<file path="config.mk">
export PLATFORM = sky130hd
export DESIGN_NAME = hazard_ctrl
export DESIGN_NICKNAME = d
export VERILOG_FILES = /design/src/rtl/hazard_ctrl.sv
export SDC_FILE = /design/constraint.sdc
export NUM_CORES = 1
export LEC_CHECK = 0
export ABC_AREA = 1
export ABC_CLOCK_PERIOD_IN_PS = 2900
export CORE_ASPECT_RATIO = 0.8
export CORE_UTILIZATION = 30
export CTS_CLUSTER_SIZE = 8
export DETAILED_ROUTE_END_ITERATION = 8
export GPL_TIMING_DRIVEN = 0
export PLACE_DENSITY_LB_ADDON = 0.2
export SYNTH_ARGS = -nofsm -noshare
export SYNTH_HDL_FRONTEND = slang
export SYNTH_SLANG_ARGS = --single-unit
export TNS_END_PERCENT = 5
</file>
<file path="constraint.sdc">
create_clock -name clk -period 2.9 [get_ports clk]
set_input_delay 0.58 -clock clk [delete_from_list [all_inputs] [get_ports clk]]
set_output_delay 0.58 -clock clk [all_outputs]
set_load 0.03 [all_outputs]
</file>
<file path="src/rtl/hazard_ctrl.sv">
`default_nettype none
// ============================================================================
// Module      : hazard_ctrl
// Description : Pipeline stall/flush controller with memory-wait lock-up guard.
// Revision    : 1.0 - initial release
// ============================================================================
module hazard_ctrl #(
    parameter int WAIT_MAX = 255
) (
    input  logic        clk,
    input  logic        rst,
    input  logic        do_hazard,
    input  logic        do_branch,
    input  logic        im_wait,
    input  logic        dm_wait,
    output logic        pc_write,
    output logic        reg1_write,
    output logic        reg2_write,
    output logic        reg3_write,
    output logic        reg4_write,
    output logic        reg1_flush,
    output logic        reg2_flush,
    output logic [15:0] stall_cnt,
    output logic [15:0] flush_cnt,
    output logic        lockup
);

    typedef enum logic [1:0] {
        S_INIT = 2'd0,
        S_RUN  = 2'd1,
        S_HALT = 2'd2
    } state_t;

    localparam logic [8:0] C_WAIT_MAX = 9'(WAIT_MAX);

    state_t      state_q;
    logic [1:0]  init_cnt_q;
    logic        flush_pending_q;
    logic [7:0]  wait_cnt_q;
    logic [15:0] stall_cnt_q;
    logic [15:0] flush_cnt_q;
    logic        lockup_q;

    logic        br_accept_w;
    logic        pend_clear_w;
    logic        any_wait_w;
    logic [8:0]  wait_next_w;

    assign any_wait_w  = im_wait | dm_wait;
    assign wait_next_w = {1'b0, wait_cnt_q} + 9'd1;

    always_comb begin
        pc_write     = 1'b0;
        reg1_write   = 1'b0;
        reg2_write   = 1'b0;
        reg3_write   = 1'b0;
        reg4_write   = 1'b0;
        reg1_flush   = 1'b0;
        reg2_flush   = 1'b0;
        br_accept_w  = 1'b0;
        pend_clear_w = 1'b0;
        case (state_q)
            S_INIT: begin
                reg1_flush = 1'b1;
                reg2_flush = 1'b1;
            end
            S_RUN: begin
                if (dm_wait) begin
                    // full freeze: branch/hazard are re-presented after release
                end else if (im_wait) begin
                    pc_write    = do_branch;
                    reg2_write  = 1'b1;
                    reg3_write  = 1'b1;
                    reg4_write  = 1'b1;
                    reg1_flush  = 1'b1;
                    reg2_flush  = do_branch | do_hazard;
                    br_accept_w = do_branch;
                end else begin
                    pend_clear_w = flush_pending_q;
                    if (do_branch) begin
                        pc_write    = 1'b1;
                        reg1_write  = 1'b1;
                        reg2_write  = 1'b1;
                        reg3_write  = 1'b1;
                        reg4_write  = 1'b1;
                        reg1_flush  = 1'b1;
                        reg2_flush  = 1'b1;
                        br_accept_w = 1'b1;
                    end else if (do_hazard) begin
                        reg2_write  = 1'b1;
                        reg3_write  = 1'b1;
                        reg4_write  = 1'b1;
                        reg2_flush  = 1'b1;
                    end else begin
                        pc_write    = 1'b1;
                        reg1_write  = 1'b1;
                        reg2_write  = 1'b1;
                        reg3_write  = 1'b1;
                        reg4_write  = 1'b1;
                    end
                    // kill the wrong-path instruction whose fetch just landed
                    if (flush_pending_q) begin
                        reg1_flush = 1'b1;
                    end
                end
            end
            default: begin
            end
        endcase
    end

    always_ff @(posedge clk or negedge rst) begin
        if (!rst) begin
            state_q         <= S_INIT;
            init_cnt_q      <= 2'd0;
            flush_pending_q <= 1'b0;
            wait_cnt_q      <= 8'd0;
            stall_cnt_q     <= 16'd0;
            flush_cnt_q     <= 16'd0;
            lockup_q        <= 1'b0;
        end else begin
            case (state_q)
                S_INIT: begin
                    if (init_cnt_q == 2'd1) begin
                        state_q    <= S_RUN;
                        init_cnt_q <= 2'd0;
                    end else begin
                        init_cnt_q <= init_cnt_q + 2'd1;
                    end
                end
                S_RUN: begin
                    if (!pc_write && stall_cnt_q != 16'hFFFF) begin
                        stall_cnt_q <= stall_cnt_q + 16'd1;
                    end
                    if (br_accept_w && flush_cnt_q != 16'hFFFF) begin
                        flush_cnt_q <= flush_cnt_q + 16'd1;
                    end
                    if (br_accept_w && im_wait) begin
                        flush_pending_q <= 1'b1;
                    end else if (pend_clear_w) begin
                        flush_pending_q <= 1'b0;
                    end
                    if (any_wait_w) begin
                        wait_cnt_q <= wait_next_w[7:0];
                        if (wait_next_w >= C_WAIT_MAX) begin
                            lockup_q <= 1'b1;
                            state_q  <= S_HALT;
                        end
                    end else begin
                        wait_cnt_q <= 8'd0;
                    end
                end
                S_HALT: begin
                end
                default: begin
                    state_q <= S_INIT;
                end
            endcase
        end
    end

    assign stall_cnt = stall_cnt_q;
    assign flush_cnt = flush_cnt_q;
    assign lockup    = lockup_q;

endmodule
`default_nettype wire

</file>
==> results.md, run 1 <==
* Status: finished, final reports clean
* HP Class: in -> async
* Die extent in x at 106.8 um
* Cell Pwr Density at 840.9 nW/um2
* Final Hold Fails at 0
* TritonCTS clock tree: yes
* Clk_skew at 0.005738 ns
* Maximum resistive drop on vdd at 0.4337 mV
* Area of all sequential standard cells at 1151 um2
* Net count after synthesis at 341
* Final Critical Period at 2.785 ns
* First-pass GRT wire length at 10.18 mm
* Number of violations of the max-capacitance limit at 0
* Worst Setup Start Kind: input pin
* Vias in the first global route at 2114
* Vertical die dimension at 85.87 um
* Total number of vias at 2278
* Pin count of the biggest net entering global routing at 37
* Total DRC errors in the routed layout at 0
* Worst slew margin relative to its limit at 68.37%
* Final max-slew violation count at 0
* Utilization of the core after routing at 39.19%
* Library cells used by synthesis at 31
* Achievable Freq at 359.0 MHz
* Clock Path Buffers at 2
* Leakage power figure at 1.458 nW
* Setup repair after global routing missed its margin: false
* Total clock sinks at 46
* Post-synthesis average cell area at 7.968 um2
* Die outline area at 9173 um2
* Summed instance area of the synthesized netlist at 2638 um2
* Relative area change from synthesis to final layout at 26.61%
* Count of nets after finishing at 394
* FF-to-FF End: flush_cnt[9]$_DFFE_PN0P_
* CTS Hold Bufs at 0
* Worst flop-to-flop path startpoint: flush_cnt[0]$_DFFE_PN0P_
* Number of register bits inferred by synthesis at 46
* Count of synthesis-stage warnings from yosys at 0
* Drt initial violations at 123
* Remaining Overflow, GRT at 0
* Nature of the critical path endpoint: output pin
* Type of the setup path with the least slack: in -> out
* Standard cell core area at 8521 um2
* Instance count after placement with tap cells included at 489
* Min Hold Slack at 0.1417 ns
* Clock transition at the register clock pins on the worst setup and hold paths after CTS at 0.09 ns
* Depth of the worst register-to-register path at 9
* Drt via density at 4.584
* Req. time, crit path at 2.32 ns
* Tcrit/Tclk final at 96.05%
* DR WL/cell at 12.07 um
* Footprint of the multi-input gates at 1291 um2
* TritonCTS buffer count at 5
* Count of buffers inserted at the top-level ports at 45
* TritonRoute pass-1 iters at 4
* Total setup violations reported at the end of the flow at 0
* Share of cells above drive strength 1 at 10.13%
* Worst Tran Pin Value at 0.4727 ns
* Overall track demand over capacity in global routing at 14.30%
* Antenna Nets Post-Route at 0
* Total number of H-tree levels at 2
* Initial Util at 30.95%
* Row count at 30
* Clock latency at the later pin of the worst-skew pair at 0.31 ns
* Routability cong. at 0.8500
* Final cell count without fillers at 497
* Number of top-level pins at 46
* Clock root cell: sky130_fd_sc_hd__clkbuf_8
* Critical path data arrival time at 2.21 ns
* Final HPWL from detailed placement at 4.470 mm
* Seq/Total Area, Yosys at 43.64%
* Total setup buffers inserted after CTS at 0
* Origin of the worst setup path: dm_wait
* Worst R2R Setup Slack at 1.02 ns
* Antenna violations before repair at 0
* Total wire length at 6.000 mm
* Antenna diodes at 0
* Cell count after synthesis at 331
* CP Max Fanout at 3
* Filler Cells Inserted at 896
cells in the mapped netlist, drive strengths merged:
master	n	area, um2
nand2	104	412.9
dfrtp	46	1151
inv	36	142.6
nor2	32	140.1
o21ai	25	151.4
nand3	24	125.1
xnor2	14	122.6
xor2	14	122.6
nor3	11	60.06
nand4	6	37.54
buf	5	52.54
ha	4	50.05
a21oi	3	15.01
o22ai	2	12.51
a22o	1	8.760
nand3b	1	11.26
nor3b	1	7.510
o21bai	1	7.510
or2	1	6.260
kinds of logic after synthesis:
| kind of cell | Yosys count | share of synthesized area, % |
|---|---|---|
| flip-flops | 46 | 43.64 |
| AO/OA/AOI/OAI | 32 | 7.400 |
| AND/OR/NAND/NOR | 180 | 30.36 |
| buffers and inverters | 41 | 7.400 |
| adder cells (fa/ha/maj) | 4 | 1.898 |
| XOR/XNOR | 28 | 9.298 |
repair_timing:
action | in CTS | in global routing
hold endpoints to repair | 0 | 0
setup endpoints to repair | 0 | 2
resized for setup | 0 | 2
flip-flops by register name, summed over array words and instances (netlist names):
register         flops
state_q              2
init_cnt_q           2
flush_cnt           16
stall_cnt           16
wait_cnt_q           8
lockup               1
flush_pending_q      1
per-layer routing:
metal / vias up / part of all wire [%] / track usage, %
li1: 1163 / - / -
met1: 1057 / 55 / 21.68
met2: 48 / 39 / 19.65
met3: 10 / 4.6 / 3.343
met4: 0 / 1.5 / 4.857
met5: - / 0 / 0
worst max path at each step:
stage	end	slack, ns	cells after the start
6_report	reg1_flush	0.11	4
3_5_place_dp	pc_write	0.07	5
5_1_grt	reg1_flush	0.02	4
3_3_place_gp	flush_cnt[4]$_DFFE_PN0P_	-0.22	1
4_1_cts	pc_write	0.06	5
2_1_floorplan	reg1_flush	0.77	2
critical path: stages:
cell	delay [ns]
sky130_fd_sc_hd__clkdlybuf4s50_1	0.47
sky130_fd_sc_hd__or2_2	0.31
sky130_fd_sc_hd__o21ai_0	0.16
sky130_fd_sc_hd__clkdlybuf4s50_1	0.69
where the power goes:
part / switching (W) / leakage [nW] / internal, W
registers: 0.000212 / 0.600 / 0.000819
logic: 0.000820 / 0.810 / 0.000535
clock network: 0.000229 / 0.0482 / 0.000193
placed cells by master (no fill, tap or decap), types with 3 or more instances in the layout:
| cell | instances |
|---|---|
| sky130_fd_sc_hd__o21ai_2 | 7 |
| sky130_fd_sc_hd__nand4_1 | 6 |
| sky130_fd_sc_hd__nand3_1 | 23 |
| sky130_fd_sc_hd__nor3_1 | 10 |
| sky130_fd_sc_hd__o21ai_0 | 16 |
| sky130_fd_sc_hd__a21oi_1 | 3 |
| sky130_fd_sc_hd__inv_4 | 3 |
| sky130_fd_sc_hd__nand2_2 | 3 |
| sky130_fd_sc_hd__clkbuf_8 | 6 |
| sky130_fd_sc_hd__nor2_1 | 28 |
| sky130_fd_sc_hd__dfrtp_1 | 46 |
| sky130_fd_sc_hd__ha_1 | 4 |
| sky130_fd_sc_hd__clkdlybuf4s50_1 | 42 |
| sky130_fd_sc_hd__inv_1 | 31 |
| sky130_fd_sc_hd__nand2_1 | 99 |
| sky130_fd_sc_hd__xnor2_1 | 14 |
| sky130_fd_sc_hd__xor2_1 | 14 |
stage by stage:
stage               cell area, um2  setup TNS [ns]  total power, W  setup WS, ns
floorplan                     2638               0        0.001916        0.7690
global placement              3228          -9.763        0.002392       -0.2159
detailed placement            3243               0        0.002400       0.06564
CTS                           3334               0        0.002837       0.05912
global route                  3339               0        0.003010       0.02230
finish                        3339               0        0.002808        0.1145
final cells by class:
cell class                 count  area share (%)
sequential                    46           34.47
multi-input combinational    244           38.67
clock inverter                 1          0.1499
timing repair buffer          46           14.09
clock buffer                   7           2.585
buffer                         5           1.574
inverter                      36           4.271
tap                          112           4.196
(Power assumes the default switching activity.)
==> run 2, diff against run 1 <==
- MAX_ROUTING_LAYER: default -> met4
==> results.md, run 2 (same netlist as run 1, synthesis figures left out) <==
* Remaining Overflow, GRT at 0
* Final cell count without fillers at 497
* TritonCTS buffer count at 5
* Die outline area at 9173 um2
* Worst slew margin relative to its limit at 69.55%
* Instance count after placement with tap cells included at 489
* Depth of the worst register-to-register path at 9
* Worst Tran Pin Value at 0.4550 ns
* Total clock sinks at 46
* Row count at 30
* Total setup buffers inserted after CTS at 0
* Cell Pwr Density at 839.6 nW/um2
* CP max-delay cell: sky130_fd_sc_hd__clkdlybuf4s50_1
* Design area at 3339 um2
* Total wire length at 6.015 mm
* Leading cell types in the layout, fill and taps excluded: sky130_fd_sc_hd__nand2_1 (99), sky130_fd_sc_hd__dfrtp_1 (46), sky130_fd_sc_hd__clkdlybuf4s50_1 (42), sky130_fd_sc_hd__inv_1 (31), sky130_fd_sc_hd__nor2_1 (28)
* Number of top-level pins at 46
* Clock transition at the register clock pins on the worst setup and hold paths after CTS at 0.09 ns
* TritonCTS clock tree: yes
* Drt via density at 4.592
* Total setup violations reported at the end of the flow at 0
* Share of cells above drive strength 1 at 10.13%
* Initial Util at 30.95%
* Maximum resistive drop on vdd at 0.4284 mV
* Tcrit/Tclk final at 96.05%
* Relative area change from synthesis to final layout at 26.61%
* HP Class: in -> async
* Setup repair after global routing missed its margin: false
* DR WL/cell at 12.10 um
* First-pass GRT wire length at 10.20 mm
* Clk_skew at 0.002893 ns
* Internal power at 0.001548 W
* Clock latency at the later pin of the worst-skew pair at 0.30 ns
* Leakage power figure at 1.458 nW
* Cells along the critical path: clkdlybuf4s50_1 > or2_2 > o21ai_0 > clkdlybuf4s50_1
* Die extent in x at 106.8 um
* Total number of H-tree levels at 2
* Req. time, crit path at 2.32 ns
* Vias in the first global route at 2115
* Number of violations of the max-capacitance limit at 0
* Area after DPL at 3243 um2
* Antenna Nets Post-Route at 0
* Status: finished, final reports clean
* CP Max Fanout at 3
* Commonest non-fill, non-tap cell in the layout: sky130_fd_sc_hd__nand2_1
* Final Hold Fails at 0
* Drt initial violations at 116
* Proportion of power drawn by combinational gates at 48.3%
* Overall track demand over capacity in global routing at 14.73%
* Final total power at 0.002804 W
* Standard cell core area at 8521 um2
* Vertical die dimension at 85.87 um
* Worst Setup Start Kind: input pin
* Net switching power figure at 0.001256 W
* CTS Hold Bufs at 0
* Aggregate negative setup slack at 0 ns
* Number of cells upsized or downsized after cts at 0
* Count of nets after finishing at 394
* Final Critical Period at 2.785 ns
* Antenna violations before repair at 0
* Routability cong. at 0.8634
* Cell occurring most often along the worst timing path: sky130_fd_sc_hd__clkdlybuf4s50_1
* Clock Path Buffers at 2
* Achievable Freq at 359.0 MHz
* Total number of vias at 2282
* Nature of the critical path endpoint: output pin
* Critical path data arrival time at 2.21 ns
* Count of buffers inserted at the top-level ports at 45
* Min Hold Slack at 0.1419 ns
* Final HPWL from detailed placement at 4.470 mm
* Clock root cell: sky130_fd_sc_hd__clkbuf_8
* Sw Ratio at 44.81%
* Share of power burned in registers at 36.8%
* Proportion of power drawn by the clock network at 14.9%
* Type of the setup path with the least slack: in -> out
* TritonRoute pass-1 iters at 4
* Final max-slew violation count at 0
* Antenna diodes at 0
* Total DRC errors in the routed layout at 0
* Pin count of the biggest net entering global routing at 37
* Delay of the slowest cell on the worst path at 0.69 ns
## run 2: per-layer routing
| layer | up-vias | part of all wire, % | track usage (%) |
|---|---|---|---|
| met5 | - | 0 | - |
| met4 | 0 | 1.5 | 4.857 |
| met3 | 10 | 3.9 | 2.888 |
| met2 | 50 | 39 | 19.65 |
| met1 | 1058 | 56 | 21.97 |
| li1 | 1164 | - | - |
## run 2: power by group through the flow
stage / clock network, W / registers, W / logic, W
global placement: 0 / 0.00104 / 0.00135
global route: 0.000465 / 0.00107 / 0.00148
floorplan: 0 / 0.00123 / 0.000684
finish: 0.000418 / 0.00103 / 0.00136
CTS: 0.000438 / 0.00103 / 0.00137
detailed placement: 0 / 0.00104 / 0.00136
## run 2: final cells by class
cell class / count / area (um2)
well taps: 112 / 140.1
clock buffers: 7 / 86.33
repair buffers: 46 / 470.5
fillers: 896 / 5181
multi-input cells: 244 / 1291
inverters: 36 / 142.6
plain buffers: 5 / 52.55
clock inverters: 1 / 5.005
flip-flops and latches: 46 / 1151
## run 2: per-stage QoR
stage               setup WS (ns)  util (%)
floorplan                  0.7690         -
global placement          -0.2159     37.89
detailed placement        0.06564     38.06
CTS                       0.05912     39.13
global route              0.02230     39.19
finish                     0.1145     39.19
## run 2: path summary, 6_finish.rpt
| path | from | slack, ns | endpoint |
|---|---|---|---|
| setup / recovery | dm_wait | 0.11 | reg1_flush |
| min in group clk | lockup$_DFFE_PN0P_ | 0.47 | lockup$_DFFE_PN0P_ |
| hold reg to reg | lockup$_DFFE_PN0P_ | 0.47 | lockup$_DFFE_PN0P_ |
| setup reg to reg | flush_cnt[0]$_DFFE_PN0P_ | 1.02 | flush_cnt[9]$_DFFE_PN0P_ |
| hold / removal | rst | 0.14 | stall_cnt[14]$_DFFE_PN0P_ |
| max in group asynchronous | rst | 2.27 | flush_cnt[2]$_DFFE_PN0P_ |
## run 2: worst max-delay path, delay by kind of cell
kind                   cells  cell delay [ns]
AOI/OAI and AO/OA          1             0.16
buffers and inverters      2             1.16
and+or+nand+nor            1             0.31
